File: config.mk
export PLATFORM = sky130hd
export DESIGN_NAME = sram_like_arbiter
export DESIGN_NICKNAME = d
export VERILOG_FILES = /design/src/rtl/sram_like_arbiter_pkg.sv /design/src/rtl/sram_like_arbiter_owner_fifo.sv /design/src/rtl/sram_like_arbiter.sv
export SDC_FILE = /design/constraint.sdc
export NUM_CORES = 1
export LEC_CHECK = 0
export BUFFER_PORTS_ARGS = -buffer_cell sky130_fd_sc_hd__buf_4
export CORE_MARGIN = 2
export CORE_UTILIZATION = 40
export CTS_CLUSTER_SIZE = 16
export DETAILED_ROUTE_END_ITERATION = 8
export MAX_ROUTING_LAYER = met4
export PLACE_DENSITY = 0.81
export RECOVER_POWER = 100
export SYNTH_ARGS = -nofsm -noshare
export SYNTH_HDL_FRONTEND = slang
export SYNTH_SLANG_ARGS = --single-unit
File: constraint.sdc
create_clock -name clk -period 2.9 [get_ports clk]
set_input_delay 0.29 -clock clk [delete_from_list [all_inputs] [get_ports clk]]
set_output_delay 0.29 -clock clk [all_outputs]
set_load 0.005 [all_outputs]
File: src/rtl/sram_like_arbiter_pkg.sv
// Shared types for the sram-like port arbiter: requester identity, owner FIFO entry, hold register.
package sram_like_arbiter_pkg;

  typedef enum logic {
    OwnerInst = 1'b0,
    OwnerData = 1'b1
  } owner_e;

  typedef struct packed {
    owner_e owner;
    logic   discard;
  } fifo_entry_t;

  typedef struct packed {
    owner_e      owner;
    logic        wr;
    logic [1:0]  size;
    logic [31:0] addr;
    logic [31:0] wdata;
    logic        discard;
  } hold_t;

endpackage

File: src/rtl/sram_like_arbiter_owner_fifo.sv
// In-order record of who issued each accepted request; cancel marks every INST entry as discarded.
module sram_like_arbiter_owner_fifo
  import sram_like_arbiter_pkg::*;
#(
  parameter int unsigned Depth = 2,
  localparam int unsigned PtrW = (Depth > 1) ? $clog2(Depth) : 1,
  localparam int unsigned CntW = $clog2(Depth + 1)
) (
  input  logic            clk,
  input  logic            reset,
  input  logic            push,
  input  fifo_entry_t     push_entry,
  input  logic            pop,
  input  logic            cancel_inst,
  output logic [CntW-1:0] count,
  output logic            empty,
  output fifo_entry_t     head
);

  fifo_entry_t     mem_q [Depth];
  fifo_entry_t     mem_d [Depth];
  logic [PtrW-1:0] wr_ptr_q, wr_ptr_d, rd_ptr_q, rd_ptr_d;
  logic [CntW-1:0] count_q, count_d;
  logic            pop_eff;

  function automatic logic [PtrW-1:0] ptr_inc(input logic [PtrW-1:0] p);
    return (p == PtrW'(Depth - 1)) ? '0 : p + 1'b1;
  endfunction

  // A pop against an empty FIFO leaves the pointers alone; the top flags it.
  assign pop_eff = pop & (count_q != '0);

  always_comb begin
    mem_d = mem_q;
    for (int i = 0; i < Depth; i++) begin
      if (cancel_inst && mem_d[i].owner == OwnerInst) mem_d[i].discard = 1'b1;
    end
    if (push) mem_d[wr_ptr_q] = push_entry;

    wr_ptr_d = push ? ptr_inc(wr_ptr_q) : wr_ptr_q;
    rd_ptr_d = pop_eff ? ptr_inc(rd_ptr_q) : rd_ptr_q;
    unique case ({push, pop_eff})
      2'b10:   count_d = count_q + CntW'(1);
      2'b01:   count_d = count_q - CntW'(1);
      default: count_d = count_q;
    endcase
  end

  always_ff @(posedge clk) begin
    if (reset) begin
      wr_ptr_q <= '0;
      rd_ptr_q <= '0;
      count_q  <= '0;
      for (int i = 0; i < Depth; i++) mem_q[i] <= '0;
    end else begin
      wr_ptr_q <= wr_ptr_d;
      rd_ptr_q <= rd_ptr_d;
      count_q  <= count_d;
      mem_q    <= mem_d;
    end
  end

  assign count = count_q;
  assign empty = (count_q == '0);
  assign head  = mem_q[rd_ptr_q];

endmodule

File: src/rtl/sram_like_arbiter.sv
// Shares one sram-like memory port between fetch (inst_*) and memory-stage (data_*) requesters.
module sram_like_arbiter
  import sram_like_arbiter_pkg::*;
#(
  parameter int unsigned OUTSTANDING = 2
) (
  input  logic        clk,
  input  logic        reset,
  input  logic        inst_req,
  input  logic        inst_wr,
  input  logic [1:0]  inst_size,
  input  logic [31:0] inst_addr,
  input  logic [31:0] inst_wdata,
  output logic        inst_addr_ok,
  output logic        inst_data_ok,
  output logic [31:0] inst_rdata,
  input  logic        inst_cancel,
  input  logic        data_req,
  input  logic        data_wr,
  input  logic [1:0]  data_size,
  input  logic [31:0] data_addr,
  input  logic [31:0] data_wdata,
  output logic        data_addr_ok,
  output logic        data_data_ok,
  output logic [31:0] data_rdata,
  output logic        mem_req,
  output logic        mem_wr,
  output logic [1:0]  mem_size,
  output logic [31:0] mem_addr,
  output logic [31:0] mem_wdata,
  input  logic        mem_addr_ok,
  input  logic        mem_data_ok,
  input  logic [31:0] mem_rdata,
  output logic        arb_err
);

  localparam int unsigned CntW = $clog2(OUTSTANDING + 1);

  hold_t           hold_q, hold_d, sel;
  logic            hold_valid_q, hold_valid_d;
  logic            arb_err_q, arb_err_d;
  logic            issue_ok, live_req, accept;
  logic [CntW-1:0] fifo_count;
  logic            fifo_empty;
  fifo_entry_t     fifo_head, push_entry;

  assign issue_ok = (fifo_count < CntW'(OUTSTANDING));

  // A pending hold always owns the port; otherwise data side has priority.
  always_comb begin
    sel      = hold_q;
    live_req = 1'b0;
    if (!hold_valid_q && issue_ok) begin
      if (data_req) begin
        sel      = '{owner: OwnerData, wr: data_wr, size: data_size, addr: data_addr,
                     wdata: data_wdata, discard: 1'b0};
        live_req = 1'b1;
      end else if (inst_req) begin
        sel      = '{owner: OwnerInst, wr: inst_wr, size: inst_size, addr: inst_addr,
                     wdata: inst_wdata, discard: 1'b0};
        live_req = 1'b1;
      end
    end
  end

  assign mem_req   = ~reset & (hold_valid_q | live_req);
  assign mem_wr    = sel.wr;
  assign mem_size  = sel.size;
  assign mem_addr  = sel.addr;
  assign mem_wdata = sel.wdata;
  assign accept    = mem_req & mem_addr_ok;

  assign inst_addr_ok = accept & (sel.owner == OwnerInst);
  assign data_addr_ok = accept & (sel.owner == OwnerData);

  always_comb begin
    push_entry.owner   = sel.owner;
    push_entry.discard = sel.discard | (inst_cancel & (sel.owner == OwnerInst));
  end

  always_comb begin
    hold_d       = hold_q;
    hold_valid_d = hold_valid_q;
    if (hold_valid_q && inst_cancel && hold_q.owner == OwnerInst) hold_d.discard = 1'b1;
    if (live_req && !mem_addr_ok) begin
      hold_valid_d   = 1'b1;
      hold_d         = sel;
      hold_d.discard = push_entry.discard;
    end
    if (accept) hold_valid_d = 1'b0;
    arb_err_d = arb_err_q | (mem_data_ok & fifo_empty);
  end

  always_ff @(posedge clk) begin
    if (reset) begin
      hold_q       <= '0;
      hold_valid_q <= 1'b0;
      arb_err_q    <= 1'b0;
    end else begin
      hold_q       <= hold_d;
      hold_valid_q <= hold_valid_d;
      arb_err_q    <= arb_err_d;
    end
  end

  sram_like_arbiter_owner_fifo #(
    .Depth (OUTSTANDING)
  ) u_owner_fifo (
    .clk         (clk),
    .reset       (reset),
    .push        (accept),
    .push_entry  (push_entry),
    .pop         (mem_data_ok),
    .cancel_inst (inst_cancel),
    .count       (fifo_count),
    .empty       (fifo_empty),
    .head        (fifo_head)
  );

  assign inst_data_ok = ~reset & mem_data_ok & ~fifo_empty & (fifo_head.owner == OwnerInst) &
                        ~fifo_head.discard & ~inst_cancel;
  assign data_data_ok = ~reset & mem_data_ok & ~fifo_empty & (fifo_head.owner == OwnerData);
  assign inst_rdata   = mem_rdata;
  assign data_rdata   = mem_rdata;
  assign arb_err      = arb_err_q;

endmodule

== After elaboration in Yosys (flattened, before gate mapping) ==
Cells that the tools add are included.
W data, S select, Z words.
Operators by class
  $add $sub $neg: 4
  order comparisons: 4
  equality and inequality tests: 2
  mux-type cells: 20
  bitwise logic cells: 27
  reduce and logical (&&, ||, !) cells: 14
Operator list (count)
  $mux W69: 3
  $and A1 B1 Y1: 13
  $mux W1: 9
  $not A1 Y1: 9
  $mux W2: 4
  $logic_and A1 B1 Y1: 7
  $reduce_bool A2 Y1: 3
  $bwmux W4: 1
  $ge A2 B2 Y1 const B: 2
  $not A1 Y2: 2
  $pmux W2 S2: 1
  $mux W3: 1
  $or A1 B1 Y1: 3
  $add A1 B1 Y1 const B: 2
  $add A2 B1 Y2 const B: 1
  $demux W2 S1: 1
  $eq A2 B1 Y1 const B: 1
  $eq A2 B2 Y1 const B: 1
  $logic_not A1 Y1: 2
  $logic_not A2 Y1: 1
  $lt A2 B1 Y1 const B: 1
  $lt A2 B2 Y1 const B: 1
  $reduce_or A2 Y1: 1
  $sub A2 B1 Y2 const B: 1
Storage, ports and cells
  register bits after elaboration: 79
  input port bits: 173
  output and inout bits: 137
  logic and storage cells: 86

== Longest topological paths before layout ==
  depth in word-level cells: 8
  mapped depth: 7
  gate-level depth less buffers: 6

== Hierarchy ==
From an unflattened synthesis, not the netlist that was laid out.
Second synthesis, totals
  cell total of the unflattened synthesis: 538
  area, all modules: 4588.2 um^2
By module, submodules not included
  sram_like_arbiter: instances 1, cells an instance 497, area each 4239.1 um^2, sequential area each 1421.4 um^2
  sram_like_arbiter_owner_fifo: instances 1, cells an instance 41, area each 349.1 um^2, sequential area each 160.2 um^2

== Least setup slack after synthesis ==
No wires, ideal clock.
  path type: reg-to-reg
  from: register u_owner_fifo.count_q[1] (netlist: u_owner_fifo.count[1])
  to: register u_owner_fifo.count_q[1] (netlist: u_owner_fifo.count[1])
  setup time: 0.071 ns
  data arrival time: 1.622 ns
  slack: 1.208 ns
  cell stages (with the launch flop): 6
  buffers on the path: 0
  period minus slack after synthesis: 1.692 ns
  path through: dfxtp_1 > o21ba_2 > o211ai_2 > ha_1 > or3_1 > a21oi_1
Between the ends
  cells in the longest elaborated chain, start to end: 8
  elaborated cells between the ends (all ways): 14
  those cells by class: 2 x add/sub; 1 x order compare; 2 x eq/ne; 2 x mux; 4 x bitwise; 3 x reduce/logical
RTL lines
  from (decl): RTL line sram_like_arbiter_owner_fifo.sv:23  | logic [CntW-1:0] count_q, count_d;
  from (signal assigned): RTL line sram_like_arbiter_owner_fifo.sv:58  | count_q <= count_d;
  $lt A2 B2 Y1: RTL line sram_like_arbiter.sv:47  | assign issue_ok = (fifo_count < CntW'(OUTSTANDING));
  $logic_and A1 B1 Y1: RTL line sram_like_arbiter.sv:53  | if (!hold_valid_q && issue_ok) begin
  $mux W1: RTL line sram_like_arbiter.sv:53
  $or A1 B1 Y1: RTL line sram_like_arbiter.sv:66  | assign mem_req = ~reset & (hold_valid_q | live_req);
  $and A1 B1 Y1: RTL line sram_like_arbiter.sv:66
  $and A1 B1 Y1: RTL line sram_like_arbiter.sv:71  | assign accept = mem_req & mem_addr_ok;
  $eq A2 B1 Y1 / $eq A2 B2 Y1 (equally long branches): RTL line sram_like_arbiter_owner_fifo.sv:42  | unique case ({push, pop_eff})
  $pmux W2 S2 / $reduce_bool A2 Y1 (equally long branches)
Parallel ways exist; a longest one is shown, timed or not.
A chain may end at the register's enable or synchronous reset.

== Final worst setup path ==
  from: input reset
  to: output inst_data_ok
Between the ends
  cells in the longest elaborated chain, start to end: 6
RTL lines
  from (decl): RTL line sram_like_arbiter.sv:8  | input logic reset,
  $not A1 Y1: RTL line sram_like_arbiter.sv:120  | assign inst_data_ok = ~reset & mem_data_ok & ~fifo_empty & (fifo_head.owner == OwnerInst) &
  $and A1 B1 Y1 (4 in a row): RTL line sram_like_arbiter.sv:120
  $and A1 B1 Y1: RTL line sram_like_arbiter.sv:121  | ~fifo_head.discard & ~inst_cancel;
  to (decl): RTL line sram_like_arbiter.sv:15  | output logic inst_data_ok,
Every way passes these cells.

==> results.yml <==
placement:
  globalplace.congestion: 0.777
  post-dp-hpwl_um: 9520
  dp_cells: 1007
  numPortBuffers: 213
  place_ws_ps: 706
die:
  ios: 310
  die-height_um: 119
  dieArea_um2: 14200
  coreArea_um2: 13100
  start_util: 0.406
  chipWidth_um: 119
  rows: 42
run_status:
  status: "finished, violations left"
  violations: "max-capacitance violations, max-slew violations"
synth:
  synth-seq-cells: 79
  postSynthCellCount: 732
  syn-cell-area_um2: 5310
  yosysUniqueCellTypes: 34
  avgSynthCellArea_um2: 7.25
  yosys.area.top_type: "dfxtp_1"
  ys_top_cells_by_area: "dfxtp_1 (30%), nor2_1 (10%), o21a_1 (9.5%)"
  synth.top_cell.area_share: 0.298
  synth_seq_area_share: 0.298
  syn-num-nets: 906
  ys_warn_count: 0
final_layout:
  syn2layout_area_growth_pct: 27.4
  finish.utilization: 0.517
  instances_no_fill: 1021
  nets: 1016
  num-fill-cells: 1298
  multi_input_area_um2: 2970
  regArea_um2: 1580
  antennaDiodeCount: 0
  drive_above_1_share: 0.264
setup_path:
  cp.arrival_ps: 2100
  cp_max_fo: 81
  crit_path_end_kind: "output pin"
  startpoint_type: "input pin"
  critPathKind: "in2out"
  worst_ep_required_time_ps: 2610
timing:
  hold_viol: 0
  worst_pin_slew_ps: 1730
  rsz0062_at_grt: "false"
  final_max_slew_viol_count: 82
  setup_ws_ps: 510
  skew_ps: 8.32
  fmax_mhz: 418
  slew_headroom: -0.153
  setup_viol: 0
  holdWs_ps: 194
  period_share: 0.824
  min_period_ps: 2390
  setup_tns_ps: 0
clocking:
  cts-root-buf: "clkbuf_16"
  cts_tree: "yes"
  htreeDepth: 3
  cts_sinks: 79
  cts_buffer_depth: 2
  clk_pin_slew_ps: 50
  postCtsSetupBuffers: 0
  cts_resized: 0
  cts_buffers: 9
  cts_hold_buf: 0
  insertion_delay_ps: 330
power_and_ir_drop:
  internal-power_mw: 3.01
  power.density_nw_per_um2: 648
  seq_power_share: 0.311
  swShare: 0.314
  vdd_ir_drop_max_mv: 0.397
  p_switching_mw: 1.38
  p_comb_frac: 0.382
  leakage_nw: 2.70
  pwr-share-clk: 0.307
drt:
  vias: 5193
  ant_nets: 0
  drc: 0
  routedWlPerCell_um: 13.7
  vias_per_cell: 5.09
  drtIter0Drc: 291
  first_pass_iters: 4
  wirelength_um: 13900
grt:
  grt_pass1_wl_um: 23200
  grt-ovfl-total: 0
  grt_start_max_net_pins: 82
  grt_antenna_before_repair: 0
  grt_usage: 0.204
  first_global_vias: 4931
job:
  max_cap_viol_count: 1
min_path:
  hp-class: "in2reg"
## cell families after synthesis
logic type | count (synthesis) | share of synthesized area
and+or+nand+nor | 362 | 0.356
AOI/OAI and AO/OA | 157 | 0.190
buffers and inverters | 128 | 0.145
DFF | 79 | 0.298
xor gates and xnor gates | 4 | 0.00660
muxes | 1 | 0.00189
adders and majority gates | 1 | 0.00236
## Yosys cell counts (all sizes together)
master  number
a211oi       3
a21o         1
a21oi        9
a22oi        2
a311oi       1
buf         87
clkbuf      37
dfxtp       79
ha           1
inv          4
mux2i        1
nand2        3
nand3b       1
nor2       147
nor2b       68
nor3        71
nor3b       66
nor4         1
o2111a       1
o211ai       1
o21a        67
o21ai       70
o21ba        1
o31ai        1
or2          1
or3          3
or3b         1
xnor2        1
xor2         3
## power by group through the flow
stage                     registers [mW]  clock network [mW]  logic, mW
after floorplan                     1.36                   0       1.06
after global placement              1.38                   0       1.76
after detailed placement            1.39                   0       1.77
after CTS                           1.36                1.37       1.78
after global routing                1.39                1.42       1.87
final                               1.36                1.35       1.68
## worst max-delay path, stage by stage
cell      delay [ps]
clkbuf_1         130
clkbuf_2        1280
nor4_1           170
buf_4            220
## routing by layer
metal	vias to the layer above	track usage	wire [um]
met4	0	0.0938	401
li1	2615	-	-
met3	43	0.0469	927
met5	-	-	0
met2	185	0.341	6630
met1	2350	0.231	5980
## path summary, 6_finish.rpt
| kind | start | end | slack [ps] | depth (start not counted) |
|---|---|---|---|---|
| setup reg to reg | u_owner_fifo.count[1]$_SDFFE_PP0P_ | hold_q[17]$_SDFFE_PP0P_ | 620 | 5 |
| hold reg to reg | hold_q[44]$_SDFFE_PP0P_ | hold_q[44]$_SDFFE_PP0P_ | 460 | 2 |
| hold / removal | mem_addr_ok | hold_valid_q$_SDFFE_PP0P_ | 190 | 2 |
| setup / recovery | reset | inst_data_ok | 510 | 4 |
## placed cells by master, fill, tap and decap left out, types with 2 or more instances in the layout
cell       synthesis  final
clkbuf_2           1      4
clkbuf_4           0     50
o21ai_0           70     70
nor3_1            70     70
o21a_1            67     67
nor3b_1           66     66
bufinv_16          0      4
or3_1              3      2
nor2_1           147    146
nand2_1            3      3
a21oi_1            9      9
nor2b_1           68     68
clkbuf_1          36     20
xor2_1             3      3
inv_1              4      4
clkbuf_16          0      9
buf_12             0      3
buf_4             64    146
a211oi_1           3      3
dfxtp_1           79     79
## state kept, by name, indices dropped and copies added, names as in the netlist
| name | count |
|---|---|
| u_owner_fifo.wr_ptr_q | 1 |
| hold_valid_q | 1 |
| hold_q | 69 |
| u_owner_fifo.mem_q | 4 |
| u_owner_fifo.count | 2 |
| arb_err | 1 |
| u_owner_fifo.rd_ptr_q | 1 |
## stage by stage
stage | total power, mW | cell area (um^2)
after floorplan | 2.42 | 5310
after global placement | 3.14 | 6510
after detailed placement | 3.16 | 6510
after CTS | 4.52 | 6860
after global routing | 4.67 | 6760
final | 4.38 | 6760
## final cells by class
type / instances / share of cell area
clock inverters: 4 / 0.0178
inverters: 4 / 0.00222
clock buffers: 10 / 0.0339
flip-flops and latches: 79 / 0.234
well taps: 176 / 0.0326
repair buffers: 223 / 0.240
multi-input cells: 525 / 0.439
Note: power is estimated with default switching activity, not from simulation.
